## src/rtl/rs232_pkg.sv

```systemverilog
// Shared definitions for the RS232 receiver family: parity modes, receiver
// state encoding and the oversample divider calculation.
package rs232_pkg;

    localparam int PARITY_NONE = 0;
    localparam int PARITY_ODD  = 1;
    localparam int PARITY_EVEN = 2;

    typedef enum logic [2:0] {
        ST_IDLE       = 3'd0,
        ST_START      = 3'd1,
        ST_DATA       = 3'd2,
        ST_PARITY     = 3'd3,
        ST_STOP       = 3'd4,
        ST_BREAK_WAIT = 3'd5
    } rx_state_t;

    // Clocks per 16x oversample tick, rounded to nearest.
    function automatic int os_div(input real clock_freq, input real baud_rate);
        return $rtoi(clock_freq / (16.0 * baud_rate) + 0.5);
    endfunction

endpackage

```

## src/rtl/rs232_os_tick.sv

```systemverilog
// 16x oversample tick generator. Emits a one-clock os_tick every OS_DIV
// clocks; restart holds the phase at zero so the first tick after release
// arrives exactly OS_DIV clocks later.
module rs232_os_tick #(
    parameter int OS_DIV = 4
) (
    input  logic clock,
    input  logic reset,
    input  logic restart,
    output logic os_tick
);

    localparam int CW = (OS_DIV > 1) ? $clog2(OS_DIV) : 1;
    localparam logic [CW-1:0] CNT_LAST = CW'(OS_DIV - 1);

    logic [CW-1:0] cnt_q, cnt_d;
    logic          tick_q, tick_d;

    // Divider phase and registered tick pulse.
    always_comb begin
        cnt_d  = cnt_q + 1'b1;
        tick_d = 1'b0;
        if (restart) begin
            cnt_d = '0;
        end else if (cnt_q == CNT_LAST) begin
            cnt_d  = '0;
            tick_d = 1'b1;
        end
    end

    // Divider state registers.
    always_ff @(posedge clock) begin
        if (reset) begin
            cnt_q  <= '0;
            tick_q <= 1'b0;
        end else begin
            cnt_q  <= cnt_d;
            tick_q <= tick_d;
        end
    end

    assign os_tick = tick_q;

endmodule

```

## src/rtl/rs232_rx_framed.sv

```systemverilog
// Parametrised RS232 receiver: configurable data width, optional parity,
// 1 or 2 stop bits, 16x oversampling with 3-sample majority vote, false
// start rejection and parity/framing/break reporting toward a push FIFO.
module rs232_rx_framed
    import rs232_pkg::*;
#(
    parameter real CLOCK_FREQ = 133000000.0,
    parameter real BAUD_RATE  = 115200.0,
    parameter int  DATA_BITS  = 8,
    parameter int  PARITY     = 0,
    parameter int  STOP_BITS  = 1
) (
    input  logic                 clock,
    input  logic                 reset,
    input  logic                 rxd_pin,
    output logic                 rtsn_pin,
    output logic [DATA_BITS-1:0] odata,
    output logic                 operr,
    output logic                 oferr,
    output logic                 obreak,
    output logic                 oenable,
    input  logic                 oafull
);

    localparam int OS_DIV = os_div(CLOCK_FREQ, BAUD_RATE);
    localparam logic [3:0] BIT_LAST = 4'(DATA_BITS - 1);

    if (OS_DIV < 2) begin : g_bad_div
        $fatal(1, "rs232_rx_framed: clock too slow for 16x oversampling");
    end
    if (DATA_BITS < 5 || DATA_BITS > 9) begin : g_bad_width
        $fatal(1, "rs232_rx_framed: DATA_BITS must be 5..9");
    end
    if (STOP_BITS < 1 || STOP_BITS > 2) begin : g_bad_stop
        $fatal(1, "rs232_rx_framed: STOP_BITS must be 1 or 2");
    end
    if (PARITY < 0 || PARITY > 2) begin : g_bad_par
        $fatal(1, "rs232_rx_framed: PARITY must be 0, 1 or 2");
    end

    logic                 sync1_q, rxd;
    rx_state_t            state_q, state_d;
    logic [3:0]           samp_cnt_q, samp_cnt_d;
    logic                 s7_q, s7_d, s8_q, s8_d;
    logic [3:0]           bit_cnt_q, bit_cnt_d;
    logic                 stop_cnt_q, stop_cnt_d;
    logic                 stop0_q, stop0_d;
    logic [DATA_BITS-1:0] shift_q, shift_d;
    logic                 par_bit_q, par_bit_d;
    logic                 perr_q, perr_d;
    logic                 ferr_q, ferr_d;
    logic [DATA_BITS-1:0] odata_q, odata_d;
    logic                 operr_q, operr_d;
    logic                 oferr_q, oferr_d;
    logic                 obreak_q, obreak_d;
    logic                 oenable_q, oenable_d;

    logic os_tick, decide, voted, exp_par, last_stop, first_stop, brk;

    // Two-flop synchroniser on the asynchronous pin, idle-high reset.
    always_ff @(posedge clock) begin
        if (reset) begin
            sync1_q <= 1'b1;
            rxd     <= 1'b1;
        end else begin
            sync1_q <= rxd_pin;
            rxd     <= sync1_q;
        end
    end

    // Divider phase is pinned while idle so a new frame starts aligned.
    rs232_os_tick #(.OS_DIV(OS_DIV)) u_os_tick (
        .clock   (clock),
        .reset   (reset),
        .restart (state_q == ST_IDLE),
        .os_tick (os_tick)
    );

    assign decide     = os_tick && (samp_cnt_q == 4'd9);
    assign voted      = (s7_q & s8_q) | (s7_q & rxd) | (s8_q & rxd);
    assign exp_par    = (PARITY == PARITY_ODD) ? ~(^shift_q) : (^shift_q);
    assign last_stop  = (STOP_BITS == 1) || stop_cnt_q;
    assign first_stop = stop_cnt_q ? stop0_q : voted;
    assign brk        = (shift_q == '0) && !par_bit_q && !first_stop;

    // Frame sequencing, bit voting and output capture.
    always_comb begin
        state_d    = state_q;
        samp_cnt_d = samp_cnt_q;
        s7_d       = s7_q;
        s8_d       = s8_q;
        bit_cnt_d  = bit_cnt_q;
        stop_cnt_d = stop_cnt_q;
        stop0_d    = stop0_q;
        shift_d    = shift_q;
        par_bit_d  = par_bit_q;
        perr_d     = perr_q;
        ferr_d     = ferr_q;
        odata_d    = odata_q;
        operr_d    = operr_q;
        oferr_d    = oferr_q;
        obreak_d   = obreak_q;
        oenable_d  = 1'b0;

        if (os_tick) begin
            samp_cnt_d = samp_cnt_q + 4'd1;
            if (samp_cnt_q == 4'd7) s7_d = rxd;
            if (samp_cnt_q == 4'd8) s8_d = rxd;
        end

        case (state_q)
            ST_IDLE: begin
                samp_cnt_d = '0;
                bit_cnt_d  = '0;
                stop_cnt_d = 1'b0;
                par_bit_d  = 1'b0;
                perr_d     = 1'b0;
                ferr_d     = 1'b0;
                if (!rxd) state_d = ST_START;
            end
            ST_START: begin
                // A start bit that votes high was a glitch.
                if (decide) state_d = voted ? ST_IDLE : ST_DATA;
            end
            ST_DATA: begin
                if (decide) begin
                    shift_d   = {voted, shift_q[DATA_BITS-1:1]};
                    bit_cnt_d = bit_cnt_q + 4'd1;
                    if (bit_cnt_q == BIT_LAST)
                        state_d = (PARITY != PARITY_NONE) ? ST_PARITY : ST_STOP;
                end
            end
            ST_PARITY: begin
                if (decide) begin
                    par_bit_d = voted;
                    perr_d    = (voted != exp_par);
                    state_d   = ST_STOP;
                end
            end
            ST_STOP: begin
                if (decide) begin
                    ferr_d     = ferr_q | ~voted;
                    stop0_d    = first_stop;
                    stop_cnt_d = 1'b1;
                    if (last_stop) begin
                        oenable_d = 1'b1;
                        odata_d   = shift_q;
                        operr_d   = perr_q;
                        oferr_d   = ferr_q | ~voted;
                        obreak_d  = brk;
                        state_d   = brk ? ST_BREAK_WAIT : ST_IDLE;
                    end
                end
            end
            ST_BREAK_WAIT: begin
                if (rxd) state_d = ST_IDLE;
            end
            default: state_d = ST_IDLE;
        endcase
    end

    // Receiver state and output registers.
    always_ff @(posedge clock) begin
        if (reset) begin
            state_q    <= ST_IDLE;
            samp_cnt_q <= '0;
            s7_q       <= 1'b1;
            s8_q       <= 1'b1;
            bit_cnt_q  <= '0;
            stop_cnt_q <= 1'b0;
            stop0_q    <= 1'b1;
            shift_q    <= '0;
            par_bit_q  <= 1'b0;
            perr_q     <= 1'b0;
            ferr_q     <= 1'b0;
            odata_q    <= '0;
            operr_q    <= 1'b0;
            oferr_q    <= 1'b0;
            obreak_q   <= 1'b0;
            oenable_q  <= 1'b0;
        end else begin
            state_q    <= state_d;
            samp_cnt_q <= samp_cnt_d;
            s7_q       <= s7_d;
            s8_q       <= s8_d;
            bit_cnt_q  <= bit_cnt_d;
            stop_cnt_q <= stop_cnt_d;
            stop0_q    <= stop0_d;
            shift_q    <= shift_d;
            par_bit_q  <= par_bit_d;
            perr_q     <= perr_d;
            ferr_q     <= ferr_d;
            odata_q    <= odata_d;
            operr_q    <= operr_d;
            oferr_q    <= oferr_d;
            obreak_q   <= obreak_d;
            oenable_q  <= oenable_d;
        end
    end

    assign rtsn_pin = oafull;
    assign odata    = odata_q;
    assign operr    = operr_q;
    assign oferr    = oferr_q;
    assign obreak   = obreak_q;
    assign oenable  = oenable_q;

endmodule

```

## config.mk

```make
export PLATFORM = sky130hd
export DESIGN_NAME = rs232_rx_framed
export DESIGN_NICKNAME = d
export VERILOG_FILES = /design/src/rtl/rs232_pkg.sv /design/src/rtl/rs232_os_tick.sv /design/src/rtl/rs232_rx_framed.sv
export SDC_FILE = /design/constraint.sdc
export NUM_CORES = 1
export LEC_CHECK = 0
export BUFFER_PORTS_ARGS = -buffer_cell sky130_fd_sc_hd__buf_2
export CORE_MARGIN = 10
export CORE_UTILIZATION = 55
export DETAILED_ROUTE_END_ITERATION = 10
export MAX_ROUTING_LAYER = met4
export PLACE_DENSITY = 0.74
export SLEW_MARGIN = 20
export SYNTH_ARGS = -nofsm -noshare
export SYNTH_HDL_FRONTEND = slang
export SYNTH_SLANG_ARGS = --single-unit
export TNS_END_PERCENT = 1
```

## constraint.sdc

```tcl
create_clock -name clock -period 4.3 [get_ports clock]
set_input_delay 0.43 -clock clock [delete_from_list [all_inputs] [get_ports clock]]
set_output_delay 0.43 -clock clock [all_outputs]
set_load 0.01 [all_outputs]
```

## Word-level counts from Yosys, hierarchy flattened

Cells that the tools add are included.

- Add/sub/neg operators: 3
- Equal/unequal tests: 18
- Multiplexer cells: 23
- Bitwise gates (word level): 8
- Reductions and logical operators: 22

Operators by type and width:

| kind | number |
|---|---|
| two-way mux 3 bit | 8 |
| case mux 3 bit (6 select lines) | 1 |
| != test 2 bit, second input constant | 7 |
| AND reduction 2 bit | 7 |
| adder 4 x 1 -> 4 bit, second input constant | 2 |
| == test 4 x 3 -> 1 bit, second input constant | 2 |
| == test 4 bit, second input constant | 2 |
| zero test 8 bit | 1 |
| case mux 1 bit (2 select lines) | 4 |
| case mux 4 bit (2 select lines) | 1 |
| XOR reduction 8 bit | 1 |
| adder 7 x 1 -> 7 bit, second input constant | 1 |
| == test 7 bit, second input constant | 1 |
| two-way mux 1 bit | 7 |
| AND reduction 7 bit | 1 |
| == test 3 x 2 -> 1 bit, second input constant | 2 |
| == test 3 bit, second input constant | 2 |
| nonzero test 2 bit | 3 |
| two-way mux 4 bit | 1 |
| OR reduction 2 bit | 2 |
| bitwise AND 1 bit | 3 |
| == test 3 x 1 -> 1 bit, second input constant | 1 |
| logical AND 1 bit | 3 |
| zero test 3 bit | 1 |
| other kinds (6) | 10 |

- Register bits after elaboration: 48
- Input port bits: 4
- Output and inout bits: 13
- Logic and storage cells: 94

## Logic depth before layout (Yosys ltp)

Gate-level depths: netlist of run 1.

- Word-level depth: 9
- Depth in mapped cells: 8

## Hierarchy

From an unflattened synthesis of run 1, not the netlist that was laid out.

- Cells, all modules: 243
- Area, all modules: 2223.4 sq um

By module, submodules not included:

| module | instances | cells an instance | area each (sq um) |
|---|---|---|---|
| rs232_rx_framed | 1 | 208 | 1893.1 |
| rs232_os_tick | 1 | 35 | 330.3 |

## Worst setup path after synthesis of run 1

No wires, ideal clock.

- Path kind: flip-flop to flip-flop
- Start point: register samp_cnt_q[1]
- End point: register state_q[1]
- Library setup time: 0.072 ns
- Arrival time: 1.563 ns
- Required time: 4.228 ns
- Path slack: 2.665 ns
- Cell stages (with the launch flop): 8
- Period minus slack after synthesis: 1.635 ns
- Path through: dfxtp_1 inv_1 ha_1 and4b_1 buf_6 a22o_1 a221oi_2 mux2i_1

- Cells in the longest elaborated chain, start to end: 4

Ends and longest elaborated chain:

| what | line | text |
|---|---|---|
| start: declaration | rs232_rx_framed.sv:43 | `logic [3:0] samp_cnt_q, samp_cnt_d;` |
| start signal: assignment | rs232_rx_framed.sv:183 | `samp_cnt_q <= samp_cnt_d;` |
| == test 4 bit (*) | rs232_rx_framed.sv:79 | `assign decide = os_tick && (samp_cnt_q == 4'd9);` |
| logical AND 1 bit (*) | rs232_rx_framed.sv:79 |  |
| != test 2 bit (no source line) | n/a |  |
| AND reduction 7 bit (no source line) (*) | n/a |  |
| end signal: assignment | rs232_rx_framed.sv:182 | `state_q <= state_d;` |
| end: declaration | rs232_rx_framed.sv:42 | `rx_state_t state_q, state_d;` |

Every way passes the cells marked *; elsewhere a longest branch is shown, timed or not.
A chain may end at the register's enable or synchronous reset.

## Final worst setup path of run 1

- Start point: register samp_cnt_q[0]
- End point: register bit_cnt_q[0]

- Cells in the longest elaborated chain, start to end: 4

Ends and longest elaborated chain:

| what | line | text |
|---|---|---|
| == test 4 bit | rs232_rx_framed.sv:79 |  |
| logical AND 1 bit | rs232_rx_framed.sv:79 |  |
| != test 2 bit (no source line) | n/a |  |
| AND reduction 2 bit (no source line) | n/a |  |
| end signal: assignment | rs232_rx_framed.sv:186 | `bit_cnt_q <= bit_cnt_d;` |
| end: declaration | rs232_rx_framed.sv:45 | `logic [3:0] bit_cnt_q, bit_cnt_d;` |

No other way between the ends.

==> metrics.md, run 1 <==
| Metric | Value |
|---|---|
| Run status | `finished, final reports clean` |
| Worst R2R End | `bit_cnt_q[0]` |
| # nets final | `around 260` |
| Final min period | `about 2.2 ns` |
| First drt pass iteration count | `4` |
| Peak supply drop | `0.0002663 V` |
| Leak | `about 0.001 µW` |
| Clk_skew | `around 0.0075 ns` |
| Final cycle utilization of the critical path | `about half` |
| Setup bufs post-CTS | `0` |
| Die Ht | `between 80 and 90 µm` |
| # H-tree levels | `2` |
| ANT nets after route | `0` |
| Crit path launch type | `flip-flop` |
| First-pass GRT wire length | `a little over 6 mm` |
| Via count | `between 1,500 and 2,000` |
| Routed Wire Length | `3.586 mm` |
| Worst endpoint required time | `4.54 ns` |
| Layout fillers | `300` |
| Largest buffer count on any clock path | `2` |
| Yosys warning total | `0` |
| Crit path DAT | `approximately 2.4 ns` |
| Setup CP Type | `flip-flop to flip-flop` |
| Residual DRC count | `0` |
| # diodes | `0` |
| Cell count after synthesis | `236` |
| Crit path capture | `bit_cnt_q[0]` |
| Yosys reg bits | `48` |
| Synth Flop Type | `dfxtp_1` |
| Detailed placement HPWL | `2.491 mm` |
| GRT Overall Usage | `10.49%` |
| Crit path from | `samp_cnt_q[0]` |
| GPL Wtd Cong | `about 0.85` |
| DIE AREA | `6950 µm²` |
| F_max | `460.3 MHz` |
| Clk pin slew, worst setup/hold paths | `0.09 ns` |
| Initial antenna violation count | `0` |
| CTS Hold Buffers Added | `0` |
| P per Cell Area | `about 310 nW/µm²` |
| R2r startpoint | `samp_cnt_q[0]` |
| Syn Area/Cell | `between 9 and 10 µm²` |
| Vias in the first global route | `around 1,400` |
| Cell Rows | `22` |
| Layout cells sized above 1 | `12.30%` |
| Hold Path Class | `primary input to flip-flop` |
| Final worst slack | `approximately 2.1 ns` |
| Sinks on the clock net | `48` |
| Sequential area share after synthesis | `a little over two fifths` |
| Worst R2R Path Depth | `5` |
| Synth cell types | `42` |
| Fin cells | `292` |
| Synthesized Nets | `roughly 250` |
| CTS Buf Count | `5` |
| # IOs | `17` |
| DRT iter0 DRCs | `129` |
| Remaining global-route overflow | `0` |
| Setup TNS | `0 ns` |
| Hold path depth | `2` |
| Fin. max-slew vios | `0` |
| Least-Margin Pin Slew | `about 0.65 ns` |
| Max-cap violations | `0` |
| Area Overhead vs Synth | `5.836%` |
| Endpoints failing hold | `0` |
| Largest net degree at the start of global routing | `39` |
| Die width | `83.37 µm` |
| Post-Synthesis Cell Area | `between 2000 and 2500 µm²` |
| Root buffer cell | `clkbuf_8` |
| Average wire per standard cell | `12.28 µm` |
| Initial core utilization | `roughly three fifths` |
| Core outline area | `3771 µm²` |
| Total design power | `724.2 µW` |
| Pre-CTS setup slack | `around 2.1 ns` |
| Slew HR | `56.94%` |
| Vias per Instance | `5.250` |
| Clock Latency Late Sink | `0.30 ns` |
| Internal reg-to-reg setup slack | `2.13 ns` |
| CP Max Fanout | `10` |
| Final setup violation count | `0` |
| CP endpoint kind | `flip-flop` |
| Register area | `a little under 1000 µm²` |
| PortBufs | `14` |
| Post-CTS Resized | `0` |
| Post-synth EDFFs | `0` |
| CTS tree | `built` |
| Multi-input gate area | `approximately 1100 µm²` |
| Fraction of registers with async set/reset | `0%` |
| Placed Cells | `284` |
| Unrepaired setup endpoints after global routing | `false` |
## cells in the mapped netlist, types with 2 or more instances
master	n	area, µm²
dfxtp_1	48	960.9
nor2_1	42	157.7
mux2i_1	22	220.2
inv_1	14	52.55
ha_1	9	112.6
nand3_1	9	45.04
a21oi_1	7	35.03
nand2b_1	7	43.79
clkbuf_1	6	22.52
nand2_1	6	22.52
o21ai_0	6	30.03
xnor2_1	6	52.55
nand4b_1	5	43.79
nand4_1	4	25.02
nor3_1	4	20.02
xor2_1	4	35.03
buf_2	3	15.01
buf_6	3	33.78
a211o_1	2	17.52
a21bo_2	2	20.02
and4b_1	2	20.02
buf_4	2	15.01
nor2b_1	2	12.51
or2_2	2	12.51
or3_1	2	12.51
## how the worst min path moves through the flow
stage,start,endpoint
5_1_grt,rxd_pin,sync1_q
6_report,rxd_pin,sync1_q
4_1_cts,rxd_pin,sync1_q
3_3_place_gp,sync1_q,rxd
3_5_place_dp,sync1_q,rxd
2_1_floorplan,sync1_q,rxd
## metrics by stage
| stage | utilization (%) | cell area [µm²] | hold slack [ns] |
|---|---|---|---|
| after floorplan | - | 2208 | 0.3895 |
| final | 61.98 | 2337 | 0.3142 |
| after global routing | 61.98 | 2337 | 0.3097 |
| after detailed placement | 59.72 | 2252 | 0.3965 |
| after CTS | 61.98 | 2337 | 0.3041 |
| after global placement | 59.72 | 2252 | 0.3912 |
## routing by layer
| metal | share of wire [%] | GRT usage, % |
|---|---|---|
| met5 | 0 | - |
| met4 | 1.3 | 3.692 |
| met3 | 4.9 | 3.125 |
| met2 | 43 | 15.85 |
| met1 | 50 | 12.93 |
## placed cells by master (no fill, tap or decap), types with 2 or more instances in the layout
master	instances
a21bo_2	2
nor2_1	42
ha_1	9
inv_1	14
clkbuf_8	5
nand3_1	9
or3_1	2
a21oi_1	7
dfxtp_1	48
nor2b_1	2
o21ai_0	6
and4b_1	2
nand2b_1	7
or2_2	2
xnor2_1	6
nand4b_1	5
nand2_1	6
nand4_1	4
xor2_1	4
clkbuf_1	2
buf_2	14
a211o_1	2
mux2i_1	22
nor3_1	4
## registers in the layout, indices dropped and copies added, names as in the netlist, 3 cells and up
| name | flops |
|---|---|
| state_q | 3 |
| shift_q | 8 |
| bit_cnt_q | 4 |
| odata | 8 |
| u_os_tick.cnt_q | 7 |
| samp_cnt_q | 4 |
## critical path: stages (launching register included)
cell and delay [ns]:
dfxtp_1 0.41, ha_1 0.19, and4b_1 0.45, nand3_1 0.53
mux2_4 0.46, nor2_1 0.08
## where the power goes
part	internal [µW]	switching (µW)	leakage, µW
clock	116	144	0.0000424
combinational	4.53	10.8	0.000566
sequential	446	2.55	0.000387
## logic make-up (layout without fill, tap and decap cells)
group | Yosys count | count (layout) | synth area share, %
and+or+nand+nor | 90 | 90 | 21.42
buffers and inverters | 28 | 36 | 6.288
muxes | 23 | 23 | 10.65
xor gates and xnor gates | 10 | 10 | 3.966
adders and majority gates | 10 | 10 | 5.609
DFF | 48 | 48 | 43.51
AOI/OAI and AO/OA | 27 | 27 | 8.556
## final cells by class
cell class | count | area share, %
flip-flops and latches | 48 | 41.11
well taps | 48 | 2.570
clock inverters | 1 | 0.3747
repair buffers | 14 | 2.998
multi-input cells | 160 | 47.43
clock buffers | 7 | 3.266
inverters | 14 | 2.248
No activity file was read; power rests on OpenSTA's default activity.
==> run 2: changes to the inputs <==
clock period = 2.2 ns   (was 4.3 ns; I/O delays follow)
==> run 2 against run 1 <==
  * Clock-buffer cell count decreased by 1
  * Clock skew decreased by 0.0037 ns
  * Via count increased by 4.2%
  * Highest routed layer unchanged
  * Combinational power increased by 110%
  * Sequential cell count unchanged
  * Critical endpoint is now shift_q[6]
  * Largest power group unchanged
  * Final cell count increased by 2.1%
  * Critical path type unchanged
  * Register-to-register slack got worse by 1.8 ns
  * Utilization increased by 1.5 points
==> metrics.md, run 2 (synthesis results as in run 1) <==
| Metric | Value |
|---|---|
| Area post-placement | `2297 µm²` |
| Post-CTS Resized | `0` |
| Worst R2R End | `shift_q[6]` |
| Area Overhead vs Synth | `8.385%` |
| Internal reg-to-reg setup slack | `0.35 ns` |
| Final worst slack | `0.3535 ns` |
| Peak supply drop | `0.0003745 V` |
| Clock Latency Late Sink | `0.30 ns` |
| Initial core utilization | `58.56%` |
| Fin. max-slew vios | `0` |
| First-pass GRT wire length | `approximately 6.6 mm` |
| Via count | `roughly 1,600` |
| Cell Rows | `22` |
| Final min period | `1.847 ns` |
| R2r startpoint | `samp_cnt_q[0]` |
| # H-tree levels | `2` |
| Run status | `finished, final reports clean` |
| Crit path capture | `shift_q[6]` |
| Die Ht | `83.37 µm` |
| Detailed placement HPWL | `2.645 mm` |
| # IOs | `17` |
| Setup TNS | `0 ns` |
| First drt pass iteration count | `4` |
| Average wire per standard cell | `12.57 µm` |
| CTS Buf Count | `5` |
| Hold Path Class | `primary input to flip-flop` |
| Clk_skew | `roughly 0.0038 ns` |
| Layout fillers | `307` |
| Slew HR | `between 60% and 70%` |
| Final setup violation count | `0` |
| Unrepaired setup endpoints after global routing | `false` |
| Largest buffer count on any clock path | `2` |
| Worst path top cell family by delay | `simple AND/OR/NAND/NOR gates` |
| Endpoints failing hold | `0` |
| Worst endpoint required time | `2.39 ns` |
| Fin Hold WS | `between 0.1 and 0.15 ns` |
| Initial antenna violation count | `0` |
| Root buffer cell | `clkbuf_8` |
| Sinks on the clock net | `48` |
| Slowest cell on crit path | `and4b_1` |
| P per Cell Area | `606.6 nW/µm²` |
| Most frequent cells in the layout | `dfxtp_1 (48), nor2_1 (42), mux2i_1 (22)` |
| # nets final | `between 200 and 300` |
| DRT iter0 DRCs | `127` |
| Crit path from | `samp_cnt_q[0]` |
| CP cell instances | `ha_1 -> and4b_1 -> nand3_1 -> buf_4 -> mux2i_1 -> nor2_1` |
| Remaining global-route overflow | `0` |
| Design area | `2394 µm²` |
| # diodes | `0` |
| Vias in the first global route | `1,497` |
| Crit path launch type | `flip-flop` |
| Register area | `960.9 µm²` |
| F_max | `between 500 and 600 MHz` |
| Residual DRC count | `0` |
| Setup bufs post-CTS | `0` |
| Multi-input gate area | `approximately 1100 µm²` |
| Largest net degree at the start of global routing | `30` |
| GRT Overall Usage | `between 10 and 15%` |
| Leak | `about 0.0010 µW` |
| Core outline area | `3771 µm²` |
| GPL Wtd Cong | `roughly 0.85` |
| Hold path depth | `2` |
| Least-Margin Pin Slew | `0.4667 ns` |
| Final cycle utilization of the critical path | `83.93%` |
| Routed Wire Length | `3.747 mm` |
| Max-cap violations | `0` |
| Vias per Instance | `5.362` |
| Commonest non-fill, non-tap cell in the layout | `dfxtp_1` |
| CP Max Fanout | `10` |
| PortBufs | `14` |
| CTS Hold Buffers Added | `0` |
| CTS tree | `built` |
| Worst R2R Path Depth | `6` |
| Hold_sp | `rxd_pin` |
| Clk pin slew, worst setup/hold paths | `0.09 ns` |
| Die width | `83.37 µm` |
| ANT nets after route | `0` |
| DIE AREA | `a little under 7000 µm²` |
| WP buf/inv | `1` |
| Crit path DAT | `2.04 ns` |
| Layout cells sized above 1 | `15.20%` |
| Setup CP Type | `flip-flop to flip-flop` |
| WP depth | `6` |
| Pre-CTS setup slack | `0.3596 ns` |
| CP peak stage delay | `0.45 ns` |
| CP endpoint kind | `flip-flop` |
run 2: cell count changes in the layout (fill, tap and decap cells not counted), sizes merged:
cell and change:
buf +6, clkbuf -1, inv +1
run 2: metrics by stage:
stage                     total power [µW]  cells  util, %
after floorplan                      923.2    236        -
after global placement               930.1    290    60.92
after CTS                             1473    298    63.47
after global routing                  1514    298    63.47
final                                 1452    298    63.47
after detailed placement             930.1    290    60.92
run 2: final cells by class:
| type | instances | area share [%] |
|---|---|---|
| Inverter | 14 | 2.196 |
| Timing Repair Buffer | 20 | 4.809 |
| Clock inverter | 2 | 0.5750 |
| Tap cell | 48 | 2.509 |
| Sequential cell | 48 | 40.15 |
| Clock buffer | 6 | 3.450 |
| Multi-Input combinational cell | 160 | 46.31 |
run 2: power by group:
part | internal [µW] | switching, µW
clock network | 257 | 286
registers | 871 | 4.94
logic | 10.8 | 22.3
total | 1140 | 313
run 2: layer usage:
metal	up-vias	share of wire, %	track usage, %
li1	827	-	-
met1	729	49	13.82
met2	36	44	17.25
met3	6	5.0	3.516
met4	0	1.5	4.154
met5	-	0	-
run 2: how the worst min path moves through the flow:
stage	endpoint	slack (ns)
floorplan	sync1_q	0.32
global placement	rxd	0.39
detailed placement	rxd	0.40
CTS	sync1_q	0.09
global route	sync1_q	0.09
finish	sync1_q	0.10
